**src/rtl/i2s_voice_mixer_scheduler_if.sv**
```systemverilog
// i2s_voice_mixer_scheduler_if
// Bundles the per-voice valid/ready handshake and the packed stereo sample
// buses that run between the voice generators and the mixer scheduler.
//
// Signals:
//   Voice_Valid  [NUM_VOICES]    per-voice sample valid (voice -> mixer)
//   Voice_Left   [NUM_VOICES*W]  packed left samples, voice k at [k*W +: W]
//   Voice_Right  [NUM_VOICES*W]  packed right samples, same packing
//   Voice_Ready  [NUM_VOICES]    one-hot grant (mixer -> voice)
//
// Modports:
//   master  the voice-generator side (drives valid and samples)
//   slave   the mixer side (drives ready)
interface i2s_voice_mixer_scheduler_if #(
   parameter int NUM_VOICES            = 4,
   parameter int NUM_OF_AMPLITUDE_BITS = 16
);
   logic [NUM_VOICES-1:0]                       Voice_Valid;
   logic [NUM_VOICES*NUM_OF_AMPLITUDE_BITS-1:0] Voice_Left;
   logic [NUM_VOICES*NUM_OF_AMPLITUDE_BITS-1:0] Voice_Right;
   logic [NUM_VOICES-1:0]                       Voice_Ready;

   modport master (
      output Voice_Valid,
      output Voice_Left,
      output Voice_Right,
      input  Voice_Ready
   );

   modport slave (
      input  Voice_Valid,
      input  Voice_Left,
      input  Voice_Right,
      output Voice_Ready
   );
endinterface

```
**src/rtl/i2s_voice_mixer_scheduler.sv**
```systemverilog
// i2s_voice_mixer_scheduler
// Once per audio frame (LRCLK falling edge) this block collects one stereo
// sample from each voice over a valid/ready handshake, sums them in signed
// arithmetic and publishes the mix on the I2S transmitter's parallel inputs.
//
// Ports:
//   i_Clk           system clock, shared with the I2S transmitter
//   i_Reset         asynchronous active-high reset
//   i_LRCLK         transmitter LRCLK, synchronous to i_Clk
//   voiceBus        slave side of the voice handshake interface
//   o_Left/o_Right  mixed samples, held for a whole frame
//   o_Frame_Strobe  one-cycle pulse when the mixed samples update
//   o_Missed        voices that did not transfer in the closing frame
//   o_Clip          either channel saturated in the closing frame
//
// Optional feature macro: I2S_MIX_SATURATE_EN
//   defined   -> published samples clamp to the W-bit signed range and
//                o_Clip reports saturation
//   undefined -> published samples wrap (low W bits), o_Clip stays 0
module i2s_voice_mixer_scheduler #(
   parameter int NUM_VOICES            = 4,
   parameter int NUM_OF_AMPLITUDE_BITS = 16
) (
   input  logic                             i_Clk,
   input  logic                             i_Reset,
   input  logic                             i_LRCLK,
   i2s_voice_mixer_scheduler_if.slave       voiceBus,
   output logic [NUM_OF_AMPLITUDE_BITS-1:0] o_Left,
   output logic [NUM_OF_AMPLITUDE_BITS-1:0] o_Right,
   output logic                             o_Frame_Strobe,
   output logic [NUM_VOICES-1:0]            o_Missed,
   output logic                             o_Clip
);
   localparam int W  = NUM_OF_AMPLITUDE_BITS;
   localparam int IW = $clog2(NUM_VOICES);
   localparam int AW = W + IW;

   typedef enum logic [1:0] {IDLE, SCAN, DONE} state_t;

   state_t                state_q, state_d;
   logic [IW-1:0]         idx_q, idx_d;
   logic [NUM_VOICES-1:0] taken_q, taken_d;
   logic [AW-1:0]         accL_q, accL_d;
   logic [AW-1:0]         accR_q, accR_d;
   logic                  lrclkSamp_q, lrclkPrev_q;
   logic [W-1:0]          left_q, left_d;
   logic [W-1:0]          right_q, right_d;
   logic                  strobe_q, strobe_d;
   logic [NUM_VOICES-1:0] missed_q, missed_d;
   logic                  clip_q, clip_d;

   logic                  frameEdge;
   logic [NUM_VOICES-1:0] readyVec;
   logic                  transfer;
   logic [W-1:0]          sampleL, sampleR;

`ifdef I2S_MIX_SATURATE_EN
   // The accumulator fits in W signed bits only when its top IW+1 bits are
   // all copies of the same sign bit.
   function automatic logic outOfRange(input logic [AW-1:0] acc);
      outOfRange = !((&acc[AW-1:W-1]) || (~|acc[AW-1:W-1]));
   endfunction

   function automatic logic [W-1:0] conv(input logic [AW-1:0] acc);
      if (outOfRange(acc)) begin
         conv = acc[AW-1] ? {1'b1, {(W-1){1'b0}}} : {1'b0, {(W-1){1'b1}}};
      end else begin
         conv = acc[W-1:0];
      end
   endfunction
`else
   function automatic logic [W-1:0] conv(input logic [AW-1:0] acc);
      conv = acc[W-1:0];
   endfunction
`endif

   // The frame edge is detected from two registered copies of LRCLK, so the
   // publish lands one edge after LRCLK is first sampled low and the ready
   // decode below depends on registered state only.
   assign frameEdge = ~lrclkSamp_q & lrclkPrev_q;

   // Grant decode: only the voice under the scan pointer, only if it has not
   // already transferred this frame, and never in a publish cycle so that a
   // transfer and a publish cannot coincide.
   always_comb begin
      readyVec = '0;
      if ((state_q == SCAN) && !taken_q[idx_q] && !frameEdge) begin
         readyVec[idx_q] = 1'b1;
      end
   end

   assign voiceBus.Voice_Ready = readyVec;
   assign transfer = |(readyVec & voiceBus.Voice_Valid);
   assign sampleL  = voiceBus.Voice_Left[idx_q*W +: W];
   assign sampleR  = voiceBus.Voice_Right[idx_q*W +: W];

   // Next-state logic: a frame edge publishes the closing frame (except out
   // of IDLE, where there is nothing to publish) and restarts the scan;
   // otherwise SCAN accumulates the granted voice and steps the pointer.
   always_comb begin
      state_d  = state_q;
      idx_d    = idx_q;
      taken_d  = taken_q;
      accL_d   = accL_q;
      accR_d   = accR_q;
      left_d   = left_q;
      right_d  = right_q;
      strobe_d = 1'b0;
      missed_d = missed_q;
      clip_d   = clip_q;
      if (frameEdge) begin
         if (state_q != IDLE) begin
            left_d   = conv(accL_q);
            right_d  = conv(accR_q);
            missed_d = ~taken_q;
`ifdef I2S_MIX_SATURATE_EN
            clip_d   = outOfRange(accL_q) | outOfRange(accR_q);
`else
            clip_d   = 1'b0;
`endif
            strobe_d = 1'b1;
         end
         accL_d  = '0;
         accR_d  = '0;
         taken_d = '0;
         idx_d   = '0;
         state_d = SCAN;
      end else if (state_q == SCAN) begin
         if (transfer) begin
            accL_d = accL_q + {{IW{sampleL[W-1]}}, sampleL};
            accR_d = accR_q + {{IW{sampleR[W-1]}}, sampleR};
            taken_d[idx_q] = 1'b1;
         end
         if (&taken_d) begin
            state_d = DONE;
         end
         idx_d = (idx_q == IW'(NUM_VOICES-1)) ? '0 : idx_q + IW'(1);
      end
   end

   // State and output registers. The previous-LRCLK copies reset high so a
   // low LRCLK right after reset counts as a frame edge out of IDLE.
   always_ff @(posedge i_Clk or posedge i_Reset) begin
      if (i_Reset) begin
         state_q     <= IDLE;
         idx_q       <= '0;
         taken_q     <= '0;
         accL_q      <= '0;
         accR_q      <= '0;
         lrclkSamp_q <= 1'b1;
         lrclkPrev_q <= 1'b1;
         left_q      <= '0;
         right_q     <= '0;
         strobe_q    <= 1'b0;
         missed_q    <= '0;
         clip_q      <= 1'b0;
      end else begin
         state_q     <= state_d;
         idx_q       <= idx_d;
         taken_q     <= taken_d;
         accL_q      <= accL_d;
         accR_q      <= accR_d;
         lrclkSamp_q <= i_LRCLK;
         lrclkPrev_q <= lrclkSamp_q;
         left_q      <= left_d;
         right_q     <= right_d;
         strobe_q    <= strobe_d;
         missed_q    <= missed_d;
         clip_q      <= clip_d;
      end
   end

   assign o_Left         = left_q;
   assign o_Right        = right_q;
   assign o_Frame_Strobe = strobe_q;
   assign o_Missed       = missed_q;
   assign o_Clip         = clip_q;
endmodule

```
**src/flat_wrapper.sv**
```systemverilog
// flat-port wrapper written by rule: the top's interface ports become plain ports
module i2s_voice_mixer_scheduler_flat 
#(
   parameter int NUM_VOICES            = 4,
   parameter int NUM_OF_AMPLITUDE_BITS = 16
)
  (i_Clk, i_Reset, i_LRCLK, o_Left, o_Right, o_Frame_Strobe, o_Missed, o_Clip, voiceBus_Voice_Valid, voiceBus_Voice_Left, voiceBus_Voice_Right, voiceBus_Voice_Ready);
  i2s_voice_mixer_scheduler_if #(.NUM_VOICES(NUM_VOICES), .NUM_OF_AMPLITUDE_BITS(NUM_OF_AMPLITUDE_BITS)) voiceBus_i ();
  input  logic i_Clk;
  input  logic i_Reset;
  input  logic i_LRCLK;
  output logic [NUM_OF_AMPLITUDE_BITS-1:0] o_Left;
  output logic [NUM_OF_AMPLITUDE_BITS-1:0] o_Right;
  output logic o_Frame_Strobe;
  output logic [NUM_VOICES-1:0] o_Missed;
  output logic o_Clip;
  input wire logic [$bits(voiceBus_i.Voice_Valid)-1:0] voiceBus_Voice_Valid;
  input wire logic [$bits(voiceBus_i.Voice_Left)-1:0] voiceBus_Voice_Left;
  input wire logic [$bits(voiceBus_i.Voice_Right)-1:0] voiceBus_Voice_Right;
  output wire logic [$bits(voiceBus_i.Voice_Ready)-1:0] voiceBus_Voice_Ready;
  assign voiceBus_i.Voice_Valid = voiceBus_Voice_Valid;
  assign voiceBus_i.Voice_Left = voiceBus_Voice_Left;
  assign voiceBus_i.Voice_Right = voiceBus_Voice_Right;
  assign voiceBus_Voice_Ready = voiceBus_i.Voice_Ready;
  i2s_voice_mixer_scheduler #(.NUM_VOICES(NUM_VOICES), .NUM_OF_AMPLITUDE_BITS(NUM_OF_AMPLITUDE_BITS)) u_core (.i_Clk(i_Clk), .i_Reset(i_Reset), .i_LRCLK(i_LRCLK), .voiceBus(voiceBus_i), .o_Left(o_Left), .o_Right(o_Right), .o_Frame_Strobe(o_Frame_Strobe), .o_Missed(o_Missed), .o_Clip(o_Clip));
endmodule
```
**config.mk**
```make
export PLATFORM = sky130hd
export DESIGN_NAME = i2s_voice_mixer_scheduler_flat
export DESIGN_NICKNAME = d
export VERILOG_FILES = /design/src/rtl/i2s_voice_mixer_scheduler_if.sv /design/src/rtl/i2s_voice_mixer_scheduler.sv /design/src/flat_wrapper.sv
export SDC_FILE = /design/constraint.sdc
export NUM_CORES = 1
export LEC_CHECK = 0
export BUFFER_PORTS_ARGS = -buffer_cell sky130_fd_sc_hd__buf_2
export CORE_AREA = 10 10 105 200
export CTS_CLUSTER_DIAMETER = 50
export DETAILED_ROUTE_END_ITERATION = 8
export DIE_AREA = 0 0 115 210
export GPL_ROUTABILITY_DRIVEN = 0
export GPL_TIMING_DRIVEN = 0
export PLACE_DENSITY_LB_ADDON = 0.3
export SETUP_SLACK_MARGIN = 0.4
export SYNTH_ARGS = -nofsm -noshare
export SYNTH_HDL_FRONTEND = slang
export SYNTH_SLANG_ARGS = --single-unit
```
**constraint.sdc**
```tcl
create_clock -name i_Clk -period 3.6 [get_ports i_Clk]
set_input_delay 0.72 -clock i_Clk [delete_from_list [all_inputs] [get_ports i_Clk]]
set_output_delay 0.72 -clock i_Clk [all_outputs]
set_load 0.02 [all_outputs]
```
==> flow_metrics.py, run 1 <==
metrics = {
    "sta": {
        "slew_headroom_pct": 53.39,
        "setup_violations": 0,
        "rsz0062_at_grt": "yes",
        "finalHoldViolations": 0,
        "whs_ns": 0.3687,
        "worst_slew_pin_slew_ns": 0.6975,
        "fin_ws_ns": 0.4561,
        "slew_viol_final": 0,
        "min_period_over_period_pct": 87.33,
        "fmax_mhz": 318.1,
        "finalCriticalPeriod_ns": 3.144,
        "finalSetupTns_ns": 0,
        "skew_ns": 0.008454,
    },
    "finish": {
        "final_common_cell": "buf_2",
        "fin_cells": 990,
        "layout.nets": 943,
        "design_area_mm2": 0.007330,
        "diodes": 0,
        "drive_gt1_share_pct": 37.84,
        "fin_util_pct": 41.21,
        "layout_common_cells": "buf_2, nand2_1, dfrtp_1",
        "area_growth_pct": 36.42,
    },
    "synthesis": {
        "synthArstFlopShare_pct": 100.0,
        "syn-num-nets": 739,
        "syn_area_mm2": 0.005373,
        "yosysUniqueCellTypes": 53,
        "synth_edf_count": 0,
        "avgSynthCellArea_um2": 9.459,
        "ys_seq_area_share_pct": 36.84,
        "synthFlopType": "dfrtp_1",
        "syn_inst": 568,
        "synth_warnings": 0,
        "synth.ff_latch_count": 79,
    },
    "clocking": {
        "clk_pin_slew_ns": 0.07,
        "cts.sinks": 79,
        "clk_latency_ns": 0.34,
        "tritoncts": "done",
        "root_buffer": "clkbuf_16",
        "cts_buffer_depth": 2,
        "htree_num_levels": 3,
        "cts_buffers": 9,
    },
    "routing": {
        "ant_nets": 0,
        "firstDrtPassIters": 4,
        "drt-wirelength-per-cell_um": 19.36,
        "vias": 5145,
        "avgViaCountPerCell": 5.197,
        "drt_iter0_markers": 186,
        "routed_wl_um": 19170,
        "drc_errors": 0,
    },
    "power_and_ir_drop": {
        "peakVddDrop_v": 0.0003819,
        "power.density_mw_per_mm2": 982.3,
        "fin_total_pwr_mw": 7.200,
        "p_leak_nw": 3.565,
    },
    "global_routing": {
        "antenna_found_initial": 0,
        "grt_pass1_wl_um": 29530,
        "grt_usage_pct": 15.54,
        "grt_max_degree": 53,
        "grt_pass1_vias": 5627,
        "overflow": 0,
    },
    "critical_path": {
        "crit_chain": "buf_12 -> buf_12 -> mux4_2 -> ha_4 -> and3_1 -> o21ai_0 -> or4b_2 -> o2111a_1 -> a211oi_1 -> nand3_1",
        "cp.required_ns": 3.81,
        "cpPeakStageDelay_ns": 0.67,
        "worstRegToRegCells": 10,
        "r2r_end": "u_core.accL_q[15]$_DFFE_PP0P_",
        "cp_num_buf_inv": 2,
        "cp_common_cell": "buf_12",
        "worstSetupEndpointType": "register",
        "reg2reg_setup_slack_ns": 0.46,
        "worst_setup_path_start_kind": "register",
        "timing.rr.start": "u_core.idx_q[0]$_DFFE_PP0P_",
        "critPathArrivalTime_ns": 3.36,
        "crit_path_top_delay_cell": "or4b_2",
        "crit_type": "reg2reg",
        "worst-path-stages": 10,
        "critical-path-top-delay-family": "simple AND/OR/NAND/NOR gates",
        "crit_fanout": 10,
    },
    "placed_design": {
        "dpl_cell_area_mm2": 0.006548,
        "post-dp-hpwl_um": 15250,
        "port-buffer-count": 175,
        "placed_cells": 957,
        "preCtsSetupSlack_ns": -0.5025,
    },
    "die": {
        "die-area_mm2": 0.02415,
        "initial_core_util_pct": 30.21,
        "fp-row-count": 69,
        "die_y_um": 210,
        "core_area_mm2": 0.01778,
        "io_pins": 177,
        "die_w_um": 115,
    },
    "job": {
        "cap_viol_max_count": 0,
    },
    "min_path": {
        "hold_class": "in2async",
    },
    "outcome": {
        "outcome": "finished clean",
    },
}
cell families (layout without fill, tap and decap cells):
group	after synthesis	after routing	synth area share (%)
adders and majority gates	36	36	8.663
DFF	79	79	36.84
buffers and inverters	41	250	3.004
other	1	1	0.06980
AOI/OAI and AO/OA	128	128	15.67
and+or+nand+nor	229	229	18.42
muxes	36	36	14.39
xor gates and xnor gates	18	18	2.934
synth_stat cells, drive strengths merged, types with 3 or more instances:
cell type / n / area, µm²
clkbuf: 18 / 67.56
mux4: 33 / 743.2
nand2: 133 / 499.2
nand4: 3 / 18.77
a21o: 8 / 60.06
a31oi: 3 / 18.77
o21a: 7 / 52.55
nor3: 13 / 65.06
o21bai: 5 / 37.54
mux2i: 3 / 30.03
a211oi: 16 / 120.1
buf: 12 / 52.55
a21oi: 30 / 150.1
ha: 34 / 425.4
inv: 11 / 41.29
xnor2: 10 / 87.58
a2111oi: 4 / 53.81
nor2: 31 / 116.4
nand3: 24 / 120.1
and2: 4 / 25.02
dfrtp: 77 / 1927
a22oi: 3 / 22.52
and3: 4 / 25.02
xor2: 8 / 70.07
o21ai: 36 / 180.2
or3: 4 / 25.02
how the worst max path moves through the flow:
stage / to / start
3_3_place_gp: u_core.accL_q[14]$_DFFE_PP0P_ / u_core.idx_q[1]$_DFFE_PP0P_
5_1_grt: u_core.accR_q[15]$_DFFE_PP0P_ / u_core.idx_q[0]$_DFFE_PP0P_
3_5_place_dp: u_core.accL_q[14]$_DFFE_PP0P_ / u_core.idx_q[1]$_DFFE_PP0P_
2_1_floorplan: u_core.accL_q[15]$_DFFE_PP0P_ / u_core.idx_q[0]$_DFFE_PP0P_
6_report: u_core.accL_q[15]$_DFFE_PP0P_ / u_core.idx_q[0]$_DFFE_PP0P_
4_1_cts: u_core.accR_q[15]$_DFFE_PP0P_ / u_core.idx_q[0]$_DFFE_PP0P_
flip-flops by register name, indices dropped and copies added (netlist names):
register,flops
u_core.o_Left,16
u_core.idx_q,2
u_core.o_Right,16
u_core.accR_q,16
u_core.accL_q,16
u_core.taken_q,4
u_core.o_Frame_Strobe,1
u_core.state_q,2
u_core.o_Missed,4
u_core.lrclkSamp_q,1
u_core.lrclkPrev_q,1
metal layers:
layer / vias up / wire length, µm / track usage [%]
li1: 2466 / - / -
met4: 0 / 537 / 6.561
met3: 32 / 1181 / 3.584
met1: 2496 / 6332 / 14.75
met5: - / 0 / 0
met2: 151 / 11110 / 30.13
repair_timing:
item / CTS / global route
endpoints found under the hold margin: 0 / 0
resized for setup: 47 / 27
gates cloned: 0 / 1
setup buffers: 4 / 12
hold buffers: 0 / 0
pin swaps: 2 / 7
setup endpoints to repair: 38 / 32
cell type report:
class / count / area, µm²
inverter: 11 / 43.79
multi-input combinational: 448 / 3436
sequential: 79 / 1981
clock buffer: 10 / 239.0
fill: 1775 / 10460
clock inverter: 6 / 116.4
buffer: 30 / 198.9
timing repair buffer: 193 / 1049
tap: 213 / 266.5
where the power goes:
group / internal [mW] / switching [mW] / leakage, nW
Clock: 0.702 / 0.394 / 0.173
Sequential: 1.21 / 0.262 / 1.01
Combinational: 2.09 / 2.54 / 2.38
worst register-to-register path: stages, from the launching register on:
cell and delay (ns):
dfrtp_2 0.43, buf_12 0.16, buf_12 0.16, mux4_2 0.55
ha_4 0.32, and3_1 0.20, o21ai_0 0.09, or4b_2 0.67
o2111a_1 0.17, a211oi_1 0.17, nand3_1 0.10
No activity file was read; power rests on OpenSTA's default activity.
==> inputs of run 2 (changes only) <==
- GPL_TIMING_DRIVEN: 0 -> not set
==> flow_metrics.py, run 2 (synthesis gave the netlist of run 1 again) <==
metrics = {
    "global_routing": {
        "grt_max_degree": 56,
        "grt_pass1_vias": 5504,
        "grt_usage_pct": 14.94,
        "antenna_found_initial": 1,
        "overflow": 0,
        "grt_pass1_wl_um": 28180,
    },
    "power_and_ir_drop": {
        "p_leak_nw": 3.512,
        "p_int_mw": 3.737,
        "power.density_mw_per_mm2": 948.8,
        "clkPwrFrac_pct": 15.0,
        "p_sw_mw": 2.989,
        "combinationalPowerShare_pct": 63.0,
        "switching_share_pct": 44.44,
        "power_frac_seq_pct": 22.0,
        "peakVddDrop_v": 0.0003275,
    },
    "routing": {
        "routed_wl_um": 18360,
        "drt-wirelength-per-cell_um": 18.87,
        "drc_errors": 0,
        "vias": 5031,
        "firstDrtPassIters": 4,
        "ant_nets": 0,
        "avgViaCountPerCell": 5.171,
        "drt_iter0_markers": 128,
    },
    "min_path": {
        "hold_class": "reg2reg",
    },
    "clocking": {
        "clk_pin_slew_ns": 0.06,
        "tritoncts": "done",
        "cts_buffers": 9,
        "cts_buffer_depth": 2,
        "cts.sinks": 79,
        "root_buffer": "clkbuf_16",
        "htree_num_levels": 3,
        "clk_latency_ns": 0.35,
    },
    "die": {
        "core_area_mm2": 0.01778,
        "fp-row-count": 69,
        "initial_core_util_pct": 30.21,
        "die_y_um": 210,
        "die-area_mm2": 0.02415,
        "die_w_um": 115,
        "io_pins": 177,
    },
    "critical_path": {
        "worst_setup_path_start_kind": "register",
        "worstSetupEndpointType": "register",
        "crit_fanout": 17,
        "cp.required_ns": 3.88,
        "critPathArrivalTime_ns": 3.39,
        "crit_type": "reg2reg",
    },
    "sta": {
        "setup_violations": 0,
        "worst_slew_pin_slew_ns": 1.009,
        "min_period_over_period_pct": 86.57,
        "skew_ns": 0.007355,
        "finalHoldViolations": 0,
        "rsz0062_at_grt": "yes",
        "slew_headroom_pct": 32.64,
        "slew_viol_final": 0,
        "finalSetupTns_ns": 0,
        "finalCriticalPeriod_ns": 3.116,
        "fmax_mhz": 320.9,
    },
    "finish": {
        "fin_cells": 973,
        "final_common_cell": "buf_2",
        "fill_cells": 1864,
        "ff_latch_area_mm2": 0.001984,
        "layout.nets": 926,
        "layout_common_cells": "buf_2, nand2_1, dfrtp_1",
        "multi_input_area_mm2": 0.003307,
        "drive_gt1_share_pct": 36.32,
        "area_growth_pct": 31.93,
        "diodes": 0,
    },
    "outcome": {
        "outcome": "finished clean",
    },
    "placed_design": {
        "placed_cells": 942,
        "post-dp-hpwl_um": 14180,
        "port-buffer-count": 175,
    },
    "job": {
        "cap_viol_max_count": 0,
    },
}
## run 2: worst max-delay path, stage by stage (launching register included)
cell and delay (ns):
dfrtp_2 0.42, buf_12 0.18, mux4_2 0.56, ha_1 0.32
a211oi_1 0.38, o21ai_1 0.26, a22oi_1 0.26, a2111oi_0 0.09
o32ai_1 0.33, mux2i_1 0.22
## run 2: power groups by stage
stage | clock, mW | sequential, mW | combinational, mW
finish | 1.01 | 1.48 | 4.24
global route | 1.06 | 1.52 | 4.70
CTS | 1.03 | 1.47 | 4.07
detailed placement | 0 | 1.49 | 4.02
global placement | 0 | 1.48 | 3.98
floorplan | 0 | 1.57 | 2.79
## run 2: area by class of cell
type                            count  area share, %
Clock inverter                      5          1.147
Tap cell                          213          3.760
Sequential cell                    79          28.00
Timing Repair Buffer              206          16.42
Inverter                           11         0.6002
Clock buffer                       11          3.425
Multi-Input combinational cell    448          46.65
## run 2: stage by stage
stage / util (%) / power (mW) / setup WS (ns) / hold slack [ns] / cell area [µm²]
after floorplan: - / 4.355 / 0.4102 / 0.3581 / 5375
after global placement: 36.94 / 5.459 / 0.2096 / 0.3712 / 6570
after detailed placement: 36.94 / 5.506 / 0.2028 / 0.3719 / 6570
after CTS: 38.86 / 6.574 / 0.4065 / 0.3824 / 6910
after global routing: 39.86 / 7.286 / 0.3669 / 0.3897 / 7088
final: 39.86 / 6.725 / 0.4835 / 0.3838 / 7088
## run 2: final timing paths
kind                                                       end                    startpoint  slack, ns  depth (start not counted)
worst max-delay path             u_core.accR_q[15]$_DFFE_PP0P_   u_core.idx_q[0]$_DFFE_PP0P_       0.48                          9
worst min-delay path              u_core.lrclkPrev_q$_DFF_PP1_  u_core.lrclkSamp_q$_DFF_PP1_       0.38                          0
worst max register to register   u_core.accR_q[15]$_DFFE_PP0P_   u_core.idx_q[0]$_DFFE_PP0P_       0.48                          9
worst min register to register    u_core.lrclkPrev_q$_DFF_PP1_  u_core.lrclkSamp_q$_DFF_PP1_       0.38                          0
max in group asynchronous        u_core.o_Right[1]$_DFFE_PP0P_                       i_Reset       2.21                          3
min in group asynchronous       u_core.o_Right[15]$_DFFE_PP0P_                       i_Reset       0.58                          2
## run 2: what timing repair did
action / in CTS / in global routing
endpoints found under the setup margin: 6 / 7
setup buffers: 0 / 14
resized for setup: 5 / 11
gates cloned: 0 / 1
hold buffers: 0 / 0
pin swaps: 0 / 2
## run 2: per-layer routing
layer / GRT usage, % / wire, µm
met2: 29.76 / 10720
met5: 0 / 0
met1: 13.47 / 6125
met3: 3.328 / 1025
met4: 6.475 / 481
